==> src/rtl/sw_rsp_serializer.sv <==
// Response serializer: buffers completed software responses in a small FIFO and
// streams each one out as NFLITS flits, most significant word first. Denied
// responses are zeroed before they are stored so their payload never persists.
module sw_rsp_serializer #(
    parameter int unsigned PKT_S = 32,
    parameter int unsigned D_S   = 128,
    parameter int unsigned DEPTH = 4
) (
    input  logic                       clk,
    input  logic                       rst,
    input  logic                       rsp_in_valid,
    output logic                       rsp_in_ready,
    input  logic                       rsp_in_grant,
    input  logic [D_S-1:0]             rsp_in_data,
    input  logic                       rd_ready,
    output logic [PKT_S-1:0]           data_out,
    output logic                       rsp_valid,
    output logic                       rsp_err,
    output logic                       rsp_last,
    output logic [$clog2(DEPTH+1)-1:0] fifo_count
);

    localparam int unsigned NFLITS = D_S / PKT_S;
    localparam int unsigned CW     = $clog2(DEPTH + 1);
    localparam int unsigned PW     = (DEPTH > 1) ? $clog2(DEPTH) : 1;
    localparam int unsigned IW     = (NFLITS > 1) ? $clog2(NFLITS) : 1;

    typedef enum logic [0:0] {StIdle, StSend} state_e;

    // Each entry is {grant, payload}; payload already zeroed for denials.
    logic [D_S:0]     mem_q [DEPTH];
    logic [PW-1:0]    wr_ptr_q, rd_ptr_q;
    logic [CW-1:0]    count_q, count_d;

    state_e           state_q;
    logic [D_S-1:0]   shift_q;
    logic [IW-1:0]    idx_q;
    logic [PKT_S-1:0] data_out_q;
    logic             rsp_valid_q, rsp_err_q, rsp_last_q;

    logic             push, pop, last_consume;
    logic [D_S:0]     head;
    logic [D_S-1:0]   head_payload;
    logic             head_grant;

    assign rsp_in_ready = (count_q < CW'(DEPTH));
    assign push         = rsp_in_valid & rsp_in_ready;
    assign last_consume = (state_q == StSend) & rd_ready & (idx_q == IW'(NFLITS - 1));
    // Emptiness is judged on the registered count, so a same-cycle push is not popped.
    assign pop          = (count_q != '0) & ((state_q == StIdle) | last_consume);

    assign head         = mem_q[rd_ptr_q];
    assign head_payload = head[D_S-1:0];
    assign head_grant   = head[D_S];

    assign data_out   = data_out_q;
    assign rsp_valid  = rsp_valid_q;
    assign rsp_err    = rsp_err_q;
    assign rsp_last   = rsp_last_q;
    assign fifo_count = count_q;

    function automatic logic [PW-1:0] ptr_inc(input logic [PW-1:0] p);
        return (p == PW'(DEPTH - 1)) ? '0 : p + PW'(1);
    endfunction

    // Next occupancy from push/pop of this cycle.
    always_comb begin
        count_d = count_q;
        unique case ({push, pop})
            2'b10:   count_d = count_q + CW'(1);
            2'b01:   count_d = count_q - CW'(1);
            default: count_d = count_q;
        endcase
    end

    // FIFO storage write; denied payloads are scrubbed on entry.
    always_ff @(posedge clk) begin
        if (push) begin
            mem_q[wr_ptr_q] <= {rsp_in_grant, rsp_in_grant ? rsp_in_data : {D_S{1'b0}}};
        end
    end

    // FIFO pointers and occupancy.
    always_ff @(posedge clk or posedge rst) begin
        if (rst) begin
            wr_ptr_q <= '0;
            rd_ptr_q <= '0;
            count_q  <= '0;
        end else begin
            if (push) wr_ptr_q <= ptr_inc(wr_ptr_q);
            if (pop)  rd_ptr_q <= ptr_inc(rd_ptr_q);
            count_q <= count_d;
        end
    end

    // Serializer FSM with registered outputs; a pop always (re)loads a fresh packet.
    always_ff @(posedge clk or posedge rst) begin
        if (rst) begin
            state_q     <= StIdle;
            shift_q     <= '0;
            idx_q       <= '0;
            data_out_q  <= '0;
            rsp_valid_q <= 1'b0;
            rsp_err_q   <= 1'b0;
            rsp_last_q  <= 1'b0;
        end else if (pop) begin
            state_q     <= StSend;
            idx_q       <= '0;
            data_out_q  <= head_payload[D_S-1 -: PKT_S];
            shift_q     <= head_payload << PKT_S;
            rsp_valid_q <= 1'b1;
            rsp_err_q   <= ~head_grant;
            rsp_last_q  <= (NFLITS == 1);
        end else if (state_q == StSend && rd_ready) begin
            if (idx_q == IW'(NFLITS - 1)) begin
                state_q     <= StIdle;
                idx_q       <= '0;
                data_out_q  <= '0;
                rsp_valid_q <= 1'b0;
                rsp_err_q   <= 1'b0;
                rsp_last_q  <= 1'b0;
            end else begin
                idx_q      <= idx_q + IW'(1);
                data_out_q <= shift_q[D_S-1 -: PKT_S];
                shift_q    <= shift_q << PKT_S;
                rsp_last_q <= ((idx_q + IW'(1)) == IW'(NFLITS - 1));
            end
        end
    end

endmodule
==> config.mk <==
export PLATFORM = sky130hd
export DESIGN_NAME = sw_rsp_serializer
export DESIGN_NICKNAME = d
export VERILOG_FILES = /design/src/rtl/sw_rsp_serializer.sv
export SDC_FILE = /design/constraint.sdc
export NUM_CORES = 1
export LEC_CHECK = 0
export BUFFER_PORTS_ARGS = -buffer_cell sky130_fd_sc_hd__buf_2
export CORE_MARGIN = 4
export CORE_UTILIZATION = 60
export DETAILED_ROUTE_END_ITERATION = 7
export PLACE_DENSITY = 0.85
export SETUP_SLACK_MARGIN = 0.02
export SLEW_MARGIN = 20
export SYNTH_ARGS = -nofsm -noshare
export SYNTH_HDL_FRONTEND = slang
export SYNTH_SLANG_ARGS = --single-unit
==> constraint.sdc <==
create_clock -name clk -period 5.9 [get_ports clk]
set_input_delay 0.295 -clock clk [delete_from_list [all_inputs] [get_ports clk]]
set_output_delay 0.295 -clock clk [all_outputs]
set_load 0.005 [all_outputs]
======== Yosys cells after proc, flatten, opt, wreduce, memory -nomap -nowiden ========
Memory sizes are Yosys's and may differ from the RTL's.
Index checks and enable logic that the tools add are counted.
W data, S select, Z words.
cells by class
  add/subtract/negate cells ............... 5
  $lt $le $gt $ge ......................... 1
  eq/ne operators ......................... 7
  mux-type cells .......................... 22
  bitwise operators ....................... 7
  reduce and logical (&&, ||, !) cells .... 7
operators by type and width
  cell                   number
  $mux W128              4
  $mux W32               3
  $eq A2 B2 Y1 const B   5
  $mux W2                5
  $mux W1                9
  $add A2 B1 Y2 const B  3
  $pmux W3 S2            1
  $reduce_bool A2 Y1     3
  $and A1 B1 Y1          4
  $reduce_and A2 Y1      2
  $add A3 B1 Y3 const B  1
  $lt A3 B3 Y1 const B   1
  $reduce_bool A3 Y1     1
  $sub A3 B1 Y3 const B  1
  $eq A2 B1 Y1 const B   1
  $ne A2 B2 Y1 const B   1
  $not A1 Y1             2
  $logic_and A1 B1 Y1    1
  $or A1 B1 Y1           1
storage, ports and cells
  register bits ........................... 172
  memory bits (writable) .................. 516
  input port bits ......................... 133
  output and inout bits ................... 39
  memories ................................ 1
memory list
  name   depth  width  read ports  clocked after Yosys merged registers in  wr ports  line  RTL
  mem_q  4      129    1           0                                        1         31    logic [D_S:0] mem_q [DEPTH];

======== Depth between registers and ports, before layout ========
  depth after elaboration ................. 6
  gate-level depth with buffers ........... 12
  gate-level depth less buffers ........... 10

======== Worst setup path before layout ========
No wires, ideal clock.
  path kind ............................... reg-to-reg
  start ................................... register count_q[2], in the netlist fifo_count[2]
  end ..................................... memory mem_q[3][0] (netlist name) (enable)
  setup time .............................. 504 ps
  arrival time ............................ 3704 ps
  data required time ...................... 5396 ps
  path slack .............................. 1693 ps
  stages on the path, launching flop included .. 3
  cells stage by stage .................... dfrtp_1 > nor2b_1 > and2_1
on the way
  word-level cells in the longest chain between the ends .. 4
ends and longest elaborated chain
  item                    line  RTL
  from (decl)             33    logic [CW-1:0] count_q, count_d;
  from (signal assigned)  92    count_q <= count_d;
  $lt A3 B3 Y1            46    assign rsp_in_ready = (count_q < CW'(DEPTH));
  $and A1 B1 Y1           47    assign push = rsp_in_valid & rsp_in_ready;
  $mux W1                 78    if (push) begin
  $mux W1                 79    mem_q[wr_ptr_q] <= {rsp_in_grant, rsp_in_grant ? rsp_in_data : {D_S{1'b0}}};
  to (decl)               31
No other way between the ends.

======== Final worst setup path ========
  start ................................... register idx_q[1]
  end ..................................... register shift_q[127]
on the way
  word-level cells in the longest chain between the ends .. 6
  elaborated cells between the ends (all ways) .. 8
  classes of those cells .................. eq/ne (2); mux (1); bitwise (3); reduce/logical (2)
ends and longest elaborated chain
  item                                                                 line     RTL
  from (decl)                                                          37       logic [IW-1:0] idx_q;
  from (signal assigned)                                               123      idx_q <= idx_q + IW'(1);
  $eq A2 B2 Y1 *                                                       48, 115
  $and A1 B1 Y1                                                        48       assign last_consume = (state_q == StSend) & rd_ready & (idx_q == IW'(NFLITS - 1));
  $or A1 B1 Y1                                                         50       assign pop = (count_q != '0) & ((state_q == StIdle) | last_consume);
  $and A1 B1 Y1                                                        50
  $ne A2 B2 Y1 (no line) / $reduce_bool A2 Y1 (equally long branches)  n/a
  $reduce_and A2 Y1 (no line)                                          n/a
  to (signal assigned)                                                 110      shift_q <= head_payload << PKT_S;
  to (signal assigned)                                                 125      shift_q <= shift_q << PKT_S;
  to (decl)                                                            36       logic [D_S-1:0] shift_q;
Mark *: on every way between the ends. The rest lies on a longest branch, timed or not.
A chain may end at the register's enable or synchronous reset.

==> results.md <==
- Status: finished, final reports clean
- Final count of negative-setup-slack endpoints: 0
- Number of pins exceeding their max-slew limit in the final report: 0
- Clock input transition at the sequential cells of the worst setup and hold paths: 60 ps
- Area fraction in and, or, nand and nor cells after synthesis: 0.07348
- TritonCTS clock tree: yes
- Setup WS post-layout: 2642 ps
- Commonest register cell after synthesis: sky130_fd_sc_hd__edfxtp_1
- Tightest Pin Transition: 1107 ps
- Sum of overflow across all layers after global routing: 0
- Hold Violations, Final: 0
- Worst hold-check path type: input port to flop
- Largest net degree at the start of global routing: a little over 100
- Power density over the cells: 479.9 nW/um^2
- Iteration-0 DRC Markers: approximately 1600
- Min Tclk post-route: 3258 ps
- Post-Synthesis Cell Area: around 26000 sq um
- Area of the die: 46110 sq um
- Buffers added on ports: 171
- Placement Rows: between 70 and 80
- Detailed Place HPWL: 32.08 mm
- TritonCTS Sinks: approximately 660
- Number of max-cap violations: 0
- Dominant combinational cell family by area after synthesis: multiplexers
- Wirelength, routed: 57.42 mm
- Cell with the most instances after synthesis: sky130_fd_sc_hd__edfxtp_1
- Synthesized-area fraction occupied by xor and xnor cells: 0.001025
- Fraction of layout instances using a drive strength above 1: 0.2519
- Post-synthesis share of cell area spent on full adders, half adders and majority gates: 0.004684
- Source-to-sink clock delay at the later pin of the worst-skew pair: 620 ps
- Remaining design rule violation count: 0
- Crit share post-route: 0.5521
- Critical path start-end classification: flop to flop
- Endpoint class of the critical path: flop
- Critical path arrival: 3790 ps
- Fraction of the mapped netlist area in compound gates: 0.04694
- Maximum VDD drop: around 0.29 mV
- Fraction of post-synthesis cell area in the top cell type by area: 0.6042
- Total clock buffers created by CTS: 61
- Cell accounting for the most synthesized area: sky130_fd_sc_hd__edfxtp_1
- Average wire per standard cell: 25.69 um
- Clock Skew: 13.68 ps
- Delay of the slowest cell on the worst path: about 810 ps
- Effective utilization at floorplan: 0.6086
- Layout Area Growth over Synthesis: 13.62%
- Async set or reset register ratio after synthesis: 0.2134
- Level count of the clock H-tree: 2
- Multiplexer fraction of the synthesized cell area: 0.1141
- Slowest library cell on the worst path: sky130_fd_sc_hd__buf_4
- Mapped Cells: 1487
- Gates resized, CTS repair: 0
- Cell types occupying the most area after synthesis: sky130_fd_sc_hd__edfxtp_1 (60%), sky130_fd_sc_hd__dfrtp_1 (14%), sky130_fd_sc_hd__mux4_2 (11%), sky130_fd_sc_hd__and2_1 (3.2%), sky130_fd_sc_hd__a21oi_1 (2.5%)
- Number of flops mapped to enable cells by yosys: 516
- F_max: 0.3070 GHz
- Critical Path Start Type: flop
- Clk buf depth: 3
- Required time of the critical path: 6430 ps
- Antenna violations before repair: 0
- Detail Route Antenna Nets: 0
- Horizontal extent of the die: roughly 210 um
- Number of top-level pins: 172
- Unrepaired setup endpoints after global routing: no
- Placeable core area: 42130 sq um
- Overall die height: approximately 210 um
- Via count of the first global-routing pass: roughly 15000
- Standard cell area after detailed placement: 26950 sq um
- Leak pwr: 10.32 nW
- Post-CTS Setup Repair Bufs: 0
- Gpl congestion: just over 0.8
- Headroom to the max-slew limit: 0.2618
- CTS Root Cell: sky130_fd_sc_hd__clkbuf_16
- Cell breakdown of the critical path: ha_1 > a21bo_2 > nand2_4 > inv_4 > buf_4 > nand2_1 > a21oi_1
- Avg Inst Size Synth: around 17 sq um
- Global-route total usage across every layer: 0.2519
- Vias post-DR: roughly 14000
- Cell types with the highest counts after synthesis: sky130_fd_sc_hd__edfxtp_1 (516), sky130_fd_sc_hd__dfrtp_1 (140), sky130_fd_sc_hd__and2_1 (132)
- Fill cell count: between 2000 and 3000
- Router iterations before antenna repair: 6
- Number of synthesized register bits: 656
- First-pass GRT wire length: 89.00 mm
- Share of the yosys chip area belonging to registers: 0.7409
- Final non-filler cell area: 29140 sq um
- Detail-routed via count per cell: 6.312
- Post-synth cell types: 36
- Place WS: 2775 ps
- Highest net fanout along the worst path: 98
- Count of yosys warnings during synthesis: 0
- Setup TNS: 0 ps
- Number of nets in the final layout: 1784
- Nets in the synthesized netlist: 1629
==> power by group <==
group | internal [mW] | leakage, nW | switching, mW
Clock | 2.51 | 1.07 | 1.67
Sequential | 5.98 | 6.47 | 0.594
Combinational | 1.42 | 2.78 | 1.81
Total | 9.90 | 10.3 | 4.08
==> stage by stage <==
stage	utilization	power (mW)	instances	hold WS, ps
2_1_floorplan	-	8.707	1487	393.9
4_1_cts	0.6915	14.03	2234	7.120
3_5_place_dp	0.6396	9.797	2117	476.8
6_report	0.6915	13.98	2235	32.58
3_3_place_gp	0.6396	9.644	2117	462.7
5_1_grt	0.6915	14.57	2234	22.90
==> kinds of logic (layout without fill, tap and decap cells) <==
family	after synthesis	count (layout)
xor gates and xnor gates	3	3
AOI/OAI and AO/OA	204	204
buffers and inverters	108	316
muxes	131	131
and+or+nand+nor	376	376
DFF	656	656
other	0	1
adders and majority gates	9	9
==> final cells by class <==
cell class	count	area, sq um	area share
Sequential cell	656	19010	0.6523
Tap cell	539	674.4	0.02315
Antenna cell	1	2.502	0.00008588
Inverter	12	52.55	0.001804
Clock inverter	26	340.3	0.01168
Multi-Input combinational cell	723	6188	0.2124
Clock buffer	90	1834	0.06295
Timing Repair Buffer	188	1039	0.03564
==> cell usage in the layout, fill, tap and decap left out, drive strengths merged, types with 2 or more instances in the layout <==
cell type	count
edfxtp	516
buf	187
dfrtp	140
and2	132
mux4	129
a21oi	129
nand2	103
nor2	99
clkbuf	90
a22o	32
nand3b	32
a31oi	32
clkinv	15
inv	13
ha	8
bufinv	8
o21ai	5
or3	2
nor2b	2
o21a	2
nand3	2
nor3	2
xnor2	2
clkinvlp	2
==> sequential cells by signal, indices dropped and copies added (netlist names) <==
signal / flops
rsp_err: 1
wr_ptr_q: 2
mem_q: 516
rd_ptr_q: 2
shift_q: 96
rsp_valid: 1
data_out: 32
idx_q: 2
fifo_count: 3
rsp_last: 1
==> timing repair <==
item                                    in CTS  in global routing
endpoints found under the setup margin       0                  0
hold buffers                                 1                  0
hold endpoints to repair                    76                  0
==> layer usage <==
metal | track usage | part of all wire
met4 | 0.07608 | 0.029
met1 | 0.3551 | 0.38
met2 | 0.4110 | 0.50
met3 | 0.04718 | 0.093
met5 | 0 | 0
==> path summary, 6_finish.rpt <==
| kind | cells after the start | slack, ps | from | endpoint |
|---|---|---|---|---|
| max | 7 | 2640 | idx_q[1] | shift_q[127] |
| min in group asynchronous | 3 | 380 | rst | fifo_count[1] |
| max reg2reg | 7 | 2640 | idx_q[1] | shift_q[127] |
| min reg2reg | 1 | 510 | shift_q[41] | shift_q[41] |
| min | 2 | 30 | rsp_in_data[40] | mem_q[2][40] |
| max in group asynchronous | 4 | 4200 | rst | shift_q[55] |
==> critical path: cells and delay by family (launching register included) <==
| family | cells | cell delay [ps] |
|---|---|---|
| AOI/OAI and AO/OA | 2 | 490 |
| adders and majority gates | 1 | 760 |
| buffers and inverters | 2 | 1130 |
| DFF | 1 | 380 |
| and+or+nand+nor | 2 | 250 |
Note: power is estimated with default switching activity, not from simulation.
